`config.mk`:
```
export PLATFORM = sky130hd
export DESIGN_NAME = alu_muldiv_unit_flat
export DESIGN_NICKNAME = d
export VERILOG_FILES = /design/src/rtl/alu_muldiv_if.sv /design/src/rtl/alu_muldiv_unit.sv /design/src/flat_wrapper.sv
export SDC_FILE = /design/constraint.sdc
export NUM_CORES = 1
export LEC_CHECK = 0
export ABC_AREA = 1
export BUFFER_PORTS_ARGS = -buffer_cell sky130_fd_sc_hd__buf_2
export CAP_MARGIN = 30
export CORE_ASPECT_RATIO = 0.8
export CORE_MARGIN = 2
export CORE_UTILIZATION = 42
export CTS_BUF_LIST = sky130_fd_sc_hd__clkbuf_8
export DETAILED_ROUTE_END_ITERATION = 8
export SLEW_MARGIN = 20
export SYNTH_ARGS = -nofsm -noshare
export SYNTH_HDL_FRONTEND = slang
export SYNTH_SLANG_ARGS = --single-unit
```
`constraint.sdc`:
```
create_clock -name clk -period 4.15 [get_ports clk]
set_input_delay 0.2075 -clock clk [delete_from_list [all_inputs] [get_ports clk]]
set_output_delay 0.2075 -clock clk [all_outputs]
set_load 0.02 [all_outputs]
```
`src/rtl/alu_muldiv_if.sv`:
```
// Request/response bundle for alu_muldiv_unit.
// The master drives start, op, a, b and flush. The slave returns the handshake flags and the results.
interface alu_muldiv_if #(
    parameter int unsigned WIDTH = 32
);
    logic             start;
    logic [3:0]       op;
    logic [WIDTH-1:0] a;
    logic [WIDTH-1:0] b;
    logic             flush;
    logic             busy;
    logic             done;
    logic [WIDTH-1:0] result;
    logic [WIDTH-1:0] result_hi;
    logic             zero;
    logic             div_by_zero;

    modport master (
        output start, op, a, b, flush,
        input  busy, done, result, result_hi, zero, div_by_zero
    );

    modport slave (
        input  start, op, a, b, flush,
        output busy, done, result, result_hi, zero, div_by_zero
    );
endinterface

```
`src/rtl/alu_muldiv_unit.sv`:
```
// Execute-stage arithmetic unit.
// The eight single-cycle ALU operations complete with latency 1.
// Multiply and divide, signed and unsigned, iterate for WIDTH cycles.
// Build option FAST_MUL_EN: ops 8 and 9 use a combinational multiplier and complete with latency 1.
module alu_muldiv_unit #(
    parameter int unsigned WIDTH = 32,
    parameter int unsigned CNT_W = 6
) (
    input  logic        clk,
    input  logic        reset,
    alu_muldiv_if.slave bus
);
    localparam int unsigned PW = 2 * WIDTH;

    typedef enum logic [1:0] {IDLE, RUN, DONE} state_t;

    state_t             state, state_d;
    logic               accept_c, step_c, last_c, slow_c;
    logic               a_neg_c, b_neg_c;
    logic [WIDTH-1:0]   a_mag_c, b_mag_c;
    logic [CNT_W-1:0]   cnt;
    logic [WIDTH-1:0]   acc, mq, dvsr, a_q;
    logic               is_div, neg_res, neg_rem, dbz;
    logic [WIDTH:0]     mul_sum_c, rem_sh_c, rem_diff_c;
    logic [WIDTH-1:0]   acc_n_c, mq_n_c;
    logic [PW-1:0]      prod_c, prod_fix_c;
    logic [WIDTH-1:0]   fin_lo_c, fin_hi_c;
    logic [WIDTH-1:0]   alu_res_c, alu_hi_c;
    logic               alu_zero_c;

`ifdef FAST_MUL_EN
    logic [PW-1:0]      up_c, sp_c;
    assign slow_c = (bus.op[3:1] == 3'b101);
    assign up_c   = PW'(bus.a) * PW'(bus.b);
    assign sp_c   = {{WIDTH{bus.a[WIDTH-1]}}, bus.a} * {{WIDTH{bus.b[WIDTH-1]}}, bus.b};
`else
    assign slow_c = (bus.op[3:2] == 2'b10);
`endif

    // Operand magnitudes; odd slow opcodes (muls, divs) are the signed variants
    assign a_neg_c = bus.op[0] & bus.a[WIDTH-1];
    assign b_neg_c = bus.op[0] & bus.b[WIDTH-1];
    assign a_mag_c = a_neg_c ? -bus.a : bus.a;
    assign b_mag_c = b_neg_c ? -bus.b : bus.b;

    // State register
    always_ff @(posedge clk) begin
        if (reset) state <= IDLE;
        else       state <= state_d;
    end

    // Next state and step control; flush wins over start
    always_comb begin
        state_d  = state;
        accept_c = 1'b0;
        step_c   = 1'b0;
        last_c   = 1'b0;
        case (state)
            IDLE, DONE: begin
                state_d = IDLE;
                if (bus.start && !bus.flush) begin
                    accept_c = 1'b1;
                    state_d  = slow_c ? RUN : DONE;
                end
            end
            RUN: begin
                if (bus.flush) begin
                    state_d = IDLE;
                end else begin
                    step_c = 1'b1;
                    if (cnt == '0) begin
                        last_c  = 1'b1;
                        state_d = DONE;
                    end
                end
            end
            default: state_d = IDLE;
        endcase
    end

    // One shift-add multiply step or one restoring-divide step
    always_comb begin
        mul_sum_c  = {1'b0, acc} + (mq[0] ? {1'b0, dvsr} : '0);
        rem_sh_c   = {acc, mq[WIDTH-1]};
        rem_diff_c = rem_sh_c - {1'b0, dvsr};
        if (is_div) begin
            if (!rem_diff_c[WIDTH]) begin
                acc_n_c = rem_diff_c[WIDTH-1:0];
                mq_n_c  = {mq[WIDTH-2:0], 1'b1};
            end else begin
                acc_n_c = rem_sh_c[WIDTH-1:0];
                mq_n_c  = {mq[WIDTH-2:0], 1'b0};
            end
        end else begin
            acc_n_c = mul_sum_c[WIDTH:1];
            mq_n_c  = {mul_sum_c[0], mq[WIDTH-1:1]};
        end
    end

    // Sign fix-up of the final step; divide by zero overrides the magnitude result
    always_comb begin
        prod_c     = {acc_n_c, mq_n_c};
        prod_fix_c = neg_res ? -prod_c : prod_c;
        if (is_div) begin
            if (dbz) begin
                fin_lo_c = '1;
                fin_hi_c = a_q;
            end else begin
                fin_lo_c = neg_res ? -mq_n_c : mq_n_c;
                fin_hi_c = neg_rem ? -acc_n_c : acc_n_c;
            end
        end else begin
            fin_lo_c = prod_fix_c[WIDTH-1:0];
            fin_hi_c = prod_fix_c[PW-1:WIDTH];
        end
    end

    // Single-cycle operations; unused opcodes fall back to add
    always_comb begin
        alu_res_c = bus.a + bus.b;
        alu_hi_c  = '0;
        case (bus.op)
            4'd1: alu_res_c = bus.a - bus.b;
            4'd2: alu_res_c = bus.a & bus.b;
            4'd3: alu_res_c = bus.a | bus.b;
            4'd4: alu_res_c = bus.a ^ bus.b;
            4'd5: alu_res_c = ~(bus.a | bus.b);
            4'd6: alu_res_c = WIDTH'($signed(bus.a) < $signed(bus.b));
            4'd7: alu_res_c = WIDTH'(bus.a != bus.b);
`ifdef FAST_MUL_EN
            4'd8: {alu_hi_c, alu_res_c} = up_c;
            4'd9: {alu_hi_c, alu_res_c} = sp_c;
`endif
            default: alu_res_c = bus.a + bus.b;
        endcase
        alu_zero_c = (bus.op == 4'd7) ? (bus.a != bus.b) : (alu_res_c == '0);
    end

    // Datapath and output registers; results change only when an operation completes
    always_ff @(posedge clk) begin
        if (reset) begin
            cnt             <= '0;
            acc             <= '0;
            mq              <= '0;
            dvsr            <= '0;
            a_q             <= '0;
            is_div          <= 1'b0;
            neg_res         <= 1'b0;
            neg_rem         <= 1'b0;
            dbz             <= 1'b0;
            bus.busy        <= 1'b0;
            bus.done        <= 1'b0;
            bus.result      <= '0;
            bus.result_hi   <= '0;
            bus.zero        <= 1'b0;
            bus.div_by_zero <= 1'b0;
        end else begin
            bus.busy <= (state_d == RUN);
            bus.done <= (state_d == DONE);
            if (accept_c) begin
                if (slow_c) begin
                    cnt     <= CNT_W'(WIDTH - 1);
                    acc     <= '0;
                    mq      <= a_mag_c;
                    dvsr    <= b_mag_c;
                    a_q     <= bus.a;
                    is_div  <= bus.op[1];
                    neg_res <= a_neg_c ^ b_neg_c;
                    neg_rem <= a_neg_c;
                    dbz     <= bus.op[1] && (bus.b == '0);
                end else begin
                    bus.result      <= alu_res_c;
                    bus.result_hi   <= alu_hi_c;
                    bus.zero        <= alu_zero_c;
                    bus.div_by_zero <= 1'b0;
                end
            end
            if (step_c) begin
                acc <= acc_n_c;
                mq  <= mq_n_c;
                cnt <= cnt - CNT_W'(1);
            end
            if (last_c) begin
                bus.result      <= fin_lo_c;
                bus.result_hi   <= fin_hi_c;
                bus.zero        <= (fin_lo_c == '0);
                bus.div_by_zero <= dbz;
            end
        end
    end
endmodule

```
`src/flat_wrapper.sv`:
```
// flat-port wrapper written by rule: the top's interface ports become plain ports
module alu_muldiv_unit_flat 
#(
    parameter int unsigned WIDTH = 32,
    parameter int unsigned CNT_W = 6
)
  (clk, reset, bus_start, bus_op, bus_a, bus_b, bus_flush, bus_busy, bus_done, bus_result, bus_result_hi, bus_zero, bus_div_by_zero);
  alu_muldiv_if #(.WIDTH(WIDTH)) bus_i ();
  input  logic clk;
  input  logic reset;
  input wire logic [$bits(bus_i.start)-1:0] bus_start;
  input wire logic [$bits(bus_i.op)-1:0] bus_op;
  input wire logic [$bits(bus_i.a)-1:0] bus_a;
  input wire logic [$bits(bus_i.b)-1:0] bus_b;
  input wire logic [$bits(bus_i.flush)-1:0] bus_flush;
  output wire logic [$bits(bus_i.busy)-1:0] bus_busy;
  output wire logic [$bits(bus_i.done)-1:0] bus_done;
  output wire logic [$bits(bus_i.result)-1:0] bus_result;
  output wire logic [$bits(bus_i.result_hi)-1:0] bus_result_hi;
  output wire logic [$bits(bus_i.zero)-1:0] bus_zero;
  output wire logic [$bits(bus_i.div_by_zero)-1:0] bus_div_by_zero;
  assign bus_i.start = bus_start;
  assign bus_i.op = bus_op;
  assign bus_i.a = bus_a;
  assign bus_i.b = bus_b;
  assign bus_i.flush = bus_flush;
  assign bus_busy = bus_i.busy;
  assign bus_done = bus_i.done;
  assign bus_result = bus_i.result;
  assign bus_result_hi = bus_i.result_hi;
  assign bus_zero = bus_i.zero;
  assign bus_div_by_zero = bus_i.div_by_zero;
  alu_muldiv_unit #(.WIDTH(WIDTH), .CNT_W(CNT_W)) u_core (.clk(clk), .reset(reset), .bus(bus_i));
endmodule
```
# --- Yosys cells after proc, flatten, opt, wreduce, memory -nomap -nowiden ---
# Cells that the tools add are included.
word_totals:
  ff_bits: 208
  inputBits: 72
  out_inout_bits: 68
  wordCells: 112
classes:
  add_sub_neg: 10
  magnitude_cmp: 1
  eq_ne: 14
  n_mux: 49
  bitwise_logic: 7
  n_reduce_logical: 15
op_table:
  columns: ["operator", "n"]
  rows:
  - ["$mux 32", 24]
  - ["$pmux 32 s7", 1]
  - ["$neg 32->32", 4]
  - ["$logic_not 32->1", 3]
  - ["$mux 64", 1]
  - ["$neg 64->64", 1]
  - ["$add 32x33->33", 1]
  - ["$sub 33x32->33", 1]
  - ["$add 32x32->32", 1]
  - ["$and 32x32->32", 1]
  - ["$lt 32x32->1", 1]
  - ["$ne 32x32->1", 1]
  - ["$not 32->32", 1]
  - ["$or 32x32->32", 1]
  - ["$sub 32x32->32", 1]
  - ["$xor 32x32->32", 1]
  - ["$mux 6", 3]
  - ["$eq 4x3->1 const B", 4]
  - ["$mux 1", 15]
  - ["$eq 4x2->1 const B", 2]
  - ["$mux 2", 4]
  - ["$eq 2x2->1 const B", 3]
  - ["$logic_not 6->1", 1]
  - ["$reduce_and 2->1", 3]
  - ["other kinds (12)", 17]

# --- Logic depth before layout (Yosys ltp) ---
depth:
  word_depth: 9
  depth_mapped: 36

# --- Worst setup path after synthesis ---
# Ideal clock, no wire load.
synth_timing:
  path_type: "register to register"
  from: "register u_core.mq[31]"
  to: "register u_core.bus.result_hi[18]"
  setup_time_ns: 0.132
  t_arrival_ns: 3.641
  required_ns: 4.018
  slack_ns: 0.377
  path_stages_with_launch: 36
  period_less_slack_ns: 3.773
  path_cell_list: "dfxtp_1 inv_1 ha_1 inv_1 fa_1 nand2_1 nand2_1 nand3_2 nand2_2 nand2_2 nand2_4 nand2_4 nand3_4 nand3_2 nand2_1 inv_1 ha_1 inv_1 nor2_1 nand2_1 nor2_1 nand4_1 nor3_1 nand3_1 nor2_1 nand4_1 nor2_1 nand2_1 o21ai_2 nand2_1 nand2_1 nand3_1 nand2_1 inv_1 nand2_1 a21oi_1"
synth_between:
  elab_chain_len: 8
synth_rtl:
  columns: ["element", "line_no", "rtl"]
  rows:
  - ["start: declaration", "alu_muldiv_unit.sv:22", "logic [WIDTH-1:0] acc, mq, dvsr, a_q;"]
  - ["start signal: assignment", "alu_muldiv_unit.sv:164", "mq <= a_mag_c;"]
  - ["start signal: assignment", "alu_muldiv_unit.sv:180", "mq <= mq_n_c;"]
  - ["$sub 33x32->33", "alu_muldiv_unit.sv:85", "rem_diff_c = rem_sh_c - {1'b0, dvsr};"]
  - ["$mux 32", "alu_muldiv_unit.sv:87", "if (!rem_diff_c[WIDTH]) begin"]
  - ["$mux 32", "alu_muldiv_unit.sv:86", "if (is_div) begin"]
  - ["$neg 32->32", "alu_muldiv_unit.sv:110", "fin_hi_c = neg_rem ? -acc_n_c : acc_n_c;"]
  - ["$mux 32", "alu_muldiv_unit.sv:110", null]
  - ["$mux 32", "alu_muldiv_unit.sv:105", "if (dbz) begin"]
  - ["$mux 32 *", "alu_muldiv_unit.sv:104", "if (is_div) begin"]
  - ["$mux 32 *", "alu_muldiv_unit.sv:183", "if (last_c) begin"]
  - ["end signal: assignment", "alu_muldiv_unit.sv:173", "bus.result_hi <= alu_hi_c;"]
  - ["end signal: assignment", "alu_muldiv_unit.sv:185", "bus.result_hi <= fin_hi_c;"]
  - ["end: declaration", "alu_muldiv_if.sv:25", "output busy, done, result, result_hi, zero, div_by_zero"]
# Every way passes the cells marked *; elsewhere a longest branch is shown, timed or not.
# A chain may end at the register's enable or synchronous reset.

# --- Worst setup path in the final report ---
layout_timing:
  from: "register u_core.mq[31]"
  to: "register u_core.bus.zero"
layout_between:
  elab_chain_len: 9
layout_rtl:
  columns: ["element", "line_no", "rtl"]
  rows:
  - ["$sub 33x32->33", "alu_muldiv_unit.sv:85", null]
  - ["$mux 1", "alu_muldiv_unit.sv:87", null]
  - ["$mux 32 *", "alu_muldiv_unit.sv:86", null]
  - ["$neg 32->32", "alu_muldiv_unit.sv:109", "fin_lo_c = neg_res ? -mq_n_c : mq_n_c;"]
  - ["$mux 32", "alu_muldiv_unit.sv:109", null]
  - ["$mux 32", "alu_muldiv_unit.sv:105", null]
  - ["$mux 32 *", "alu_muldiv_unit.sv:104", null]
  - ["$logic_not 32->1 *", "alu_muldiv_unit.sv:186", "bus.zero <= (fin_lo_c == '0);"]
  - ["$mux 1 *", "alu_muldiv_unit.sv:183", null]
  - ["end signal: assignment", "alu_muldiv_unit.sv:174", "bus.zero <= alu_zero_c;"]
  - ["end signal: assignment", "alu_muldiv_unit.sv:186", null]
  - ["end: declaration", "alu_muldiv_if.sv:25", null]
# Marked as above.

==> metrics.txt <==
outcome completed; DRC viols 0; crit share post-route a little over nine tenths; largest stage delay on the critical path around 0.4 ns; Initial Utilization between 40% and 50%; CP most frequent cell nand2_2; Yosys cell types 57; setup repair after global routing missed its margin yes; number of synthesized register bits 208; Tot GR Track Use approximately two fifths; Synth Cell Area roughly 24,000 sq um; Syn Area/Cell between 5 and 6 sq um; gr busiest metal met1; Die Area roughly 60,000 sq um; met2 Usage GRT a little over half; Fin. Hold Viols 0; most frequent cells in the layout nand2_1, inv_1, nor2_1, a21oi_1, nand3_1; Rel. slew slack 34.5%; clock skew slightly above 0.08 ns; Most used DFF post-synth dfxtp_1; first-pass GRT wire length about 180 mm; Worst Tran Pin Value ~0.98 ns; Post-synth EDFFs 0; pwr dens approximately 240 nW/um^2; met1 usage about three fifths; largest net degree at the start of global routing slightly below 80; layout cells sized above 1 between 10% and 20%; CTS tree yes; initial antenna violation count 6; Final Critical Period around 4.0 ns; YS warnings 0; worst path arrival time 4.62 ns; hold path start bus_b[6]; WL/cell between 20 and 25 um; H-tree depth 2; worst vdd ir 241 uV; post-DP HPWL approximately 100 mm; CP Max Fanout 4; static leakage approximately 0.015 uW; chip width 273 um; core footprint 57,000 sq um; R2R depth 33; clock tree buffer depth 3; Peak Freq 248 MHz; element type at the critical path start register; final WL around 120 mm; hold path depth 5; routability congestion estimate between 1 and 1.5; # port buffers around 140; commonest non-fill, non-tap cell in the layout nand2_1; Slowest-stage cell, CP fa_2; Power Total 7060 uW; 1st-pass router iterations 6; Final nets between 4,000 and 5,000; Remaining Overflow, GRT 0; asr flop ratio synth 0%; Root Driver clkbuf_8; WHS Endpoint u_core.dvsr[6]$_SDFFE_PP0P_; FF-to-FF Start u_core.mq[31]$_SDFFE_PP0P_; clock buffer count from CTS 41; Routed Antenna Nets 0; vias in the first global route approximately 27,000; Hold WC Path Type primary input to register; CP Capture Type register; row cnt between 70 and 80; clk sinks approximately 210; Max Cap Viol 0; Layout area overhead 19.4%; GR Util met3 14.4%; required time worst endpoint roughly 4.7 ns; setup_tns 0 ns; FF-to-FF End u_core.bus.zero$_SDFFE_PP0P_; Slew Viols, Final 0; io pins 140; Cells after Synth roughly 4,300; drt initial violations about 4,200; Setup-failing EPs final 0; Clock Latency Late Sink approximately 0.66 ns; FF-to-FF setup slack roughly 0.11 ns; Die H ~220 um; critical path class register to register; Post-Syn Nets 4,568; CTS clk-pin slew, worst paths roughly 0.060 ns; sequential area share after synthesis 17.1%; final hold slack 0.0290 ns; fin util about 51%; Via Count around 31,000; Via density ~5.7
==> layer usage <==
layer,routed length (um),vias up
li1,-,14800
met1,55700,14100
met2,45200,1873
met3,18600,168
met4,2730,4
met5,26,-
==> registers in the layout, indices dropped and copies added (netlist names) <==
signal / count
u_core.bus.done: 1
u_core.dbz: 1
u_core.is_div: 1
u_core.dvsr: 32
u_core.mq: 32
u_core.neg_res: 1
u_core.a_q: 32
u_core.bus.zero: 1
u_core.bus.div_by_zero: 1
u_core.bus.result: 32
u_core.cnt: 6
u_core.bus.busy: 1
u_core.state: 2
u_core.acc: 32
u_core.neg_rem: 1
u_core.bus.result_hi: 32
==> worst max path at each step <==
stage | from | to | slack [ns] | cells after the start
global route | u_core.mq[31]$_SDFFE_PP0P_ | u_core.bus.zero$_SDFFE_PP0P_ | -0.16 | 36
floorplan | u_core.mq[31]$_SDFFE_PP0P_ | u_core.bus.result_hi[18]$_SDFFE_PP0P_ | 0.38 | 35
global placement | u_core.mq[31]$_SDFFE_PP0P_ | u_core.bus.result_hi[18]$_SDFFE_PP0P_ | -0.13 | 36
finish | u_core.mq[31]$_SDFFE_PP0P_ | u_core.bus.zero$_SDFFE_PP0P_ | 0.11 | 33
CTS | u_core.mq[31]$_SDFFE_PP0P_ | u_core.bus.result_hi[18]$_SDFFE_PP0P_ | 0.02 | 36
detailed placement | u_core.mq[31]$_SDFFE_PP0P_ | u_core.bus.result_hi[18]$_SDFFE_PP0P_ | -0.19 | 36
==> what timing repair did <==
item / CTS / global route
endpoints found under the setup margin: 12 / 30
buffers inserted: 0 / 10
gates resized for setup: 8 / 73
hold buffers: 4 / 0
endpoints found under the hold margin: 16 / 0
pin swaps: 1 / 44
==> where the power goes <==
group          switching, uW  internal, uW
combinational           1850           846
sequential              37.3          2050
clock                   1070          1200
total                   2960          4100
==> critical path: cells and delay by family, from the launching register on <==
family	cells	cell delay, ns
adder cells (fa/ha/maj)	3	0.66
buffers and inverters	5	0.31
AND/OR/NAND/NOR	24	2.58
AO/OA/AOI/OAI	1	0.15
flip-flops	1	0.32
==> cell families (layout without fill, tap and decap cells) <==
| family | after synthesis | after routing | share of synthesized area [%] |
|---|---|---|---|
| XOR/XNOR | 82 | 82 | 2.95 |
| AND/OR/NAND/NOR | 2235 | 2235 | 39.1 |
| buffers and inverters | 772 | 1146 | 12.3 |
| multiplexers | 3 | 3 | 0.123 |
| AO/OA/AOI/OAI | 858 | 858 | 19.6 |
| adder cells (fa/ha/maj) | 169 | 169 | 8.81 |
| flip-flops | 208 | 208 | 17.1 |
| other | 0 | 5 | 0 |
==> final cells by class <==
class | instances | area, sq um
multi-input combinational | 3347 | 17500
timing repair buffer | 470 | 3270
sequential | 208 | 4170
tap | 760 | 951
clock inverter | 22 | 164
inverter | 605 | 2280
antenna | 5 | 12.5
clock buffer | 49 | 674
fill | 6155 | 27900
==> Yosys cell counts, drive strengths merged (2+ instances only) <==
cell type  instances  area share, %
dfxtp            208             17
o21bai            11           0.34
o31ai              4           0.12
a211oi            10           0.31
nand3            351            7.4
o211ai            16           0.49
clkinv             9           0.14
a21boi             4           0.12
ha               165            8.5
o221ai            14           0.50
o21a               5           0.15
xor2              73            2.6
clkbuf           124            1.9
and2               4           0.10
o2111ai            3           0.11
nand3b            22           0.68
fa                 4           0.33
nor3              60            1.3
a31oi             55            1.4
or2               35           0.90
nor3b              3          0.093
a2bb2oi            3           0.11
xnor2              9           0.32
o21ai            302            6.3
nor4              14           0.36
a21o               9           0.28
a2111oi            2          0.072
nand2           1286             20
buf               43            1.0
and3               5           0.13
o22ai             14           0.36
nand4             39            1.0
a21oi            378            7.9
a221oi            25           0.90
nor2             416            6.8
inv              596            9.2
mux2i              3           0.12
==> stage by stage <==
stage,std cells,worst slack [ns],area [sq um]
6_report,5466,0.112,29100
5_1_grt,5464,-0.164,29100
4_1_cts,5452,0.0219,28700
3_5_place_dp,5377,-0.187,27800
3_3_place_gp,5377,-0.132,27800
2_1_floorplan,4327,0.377,24300
No activity file was read; power rests on OpenSTA's default activity.
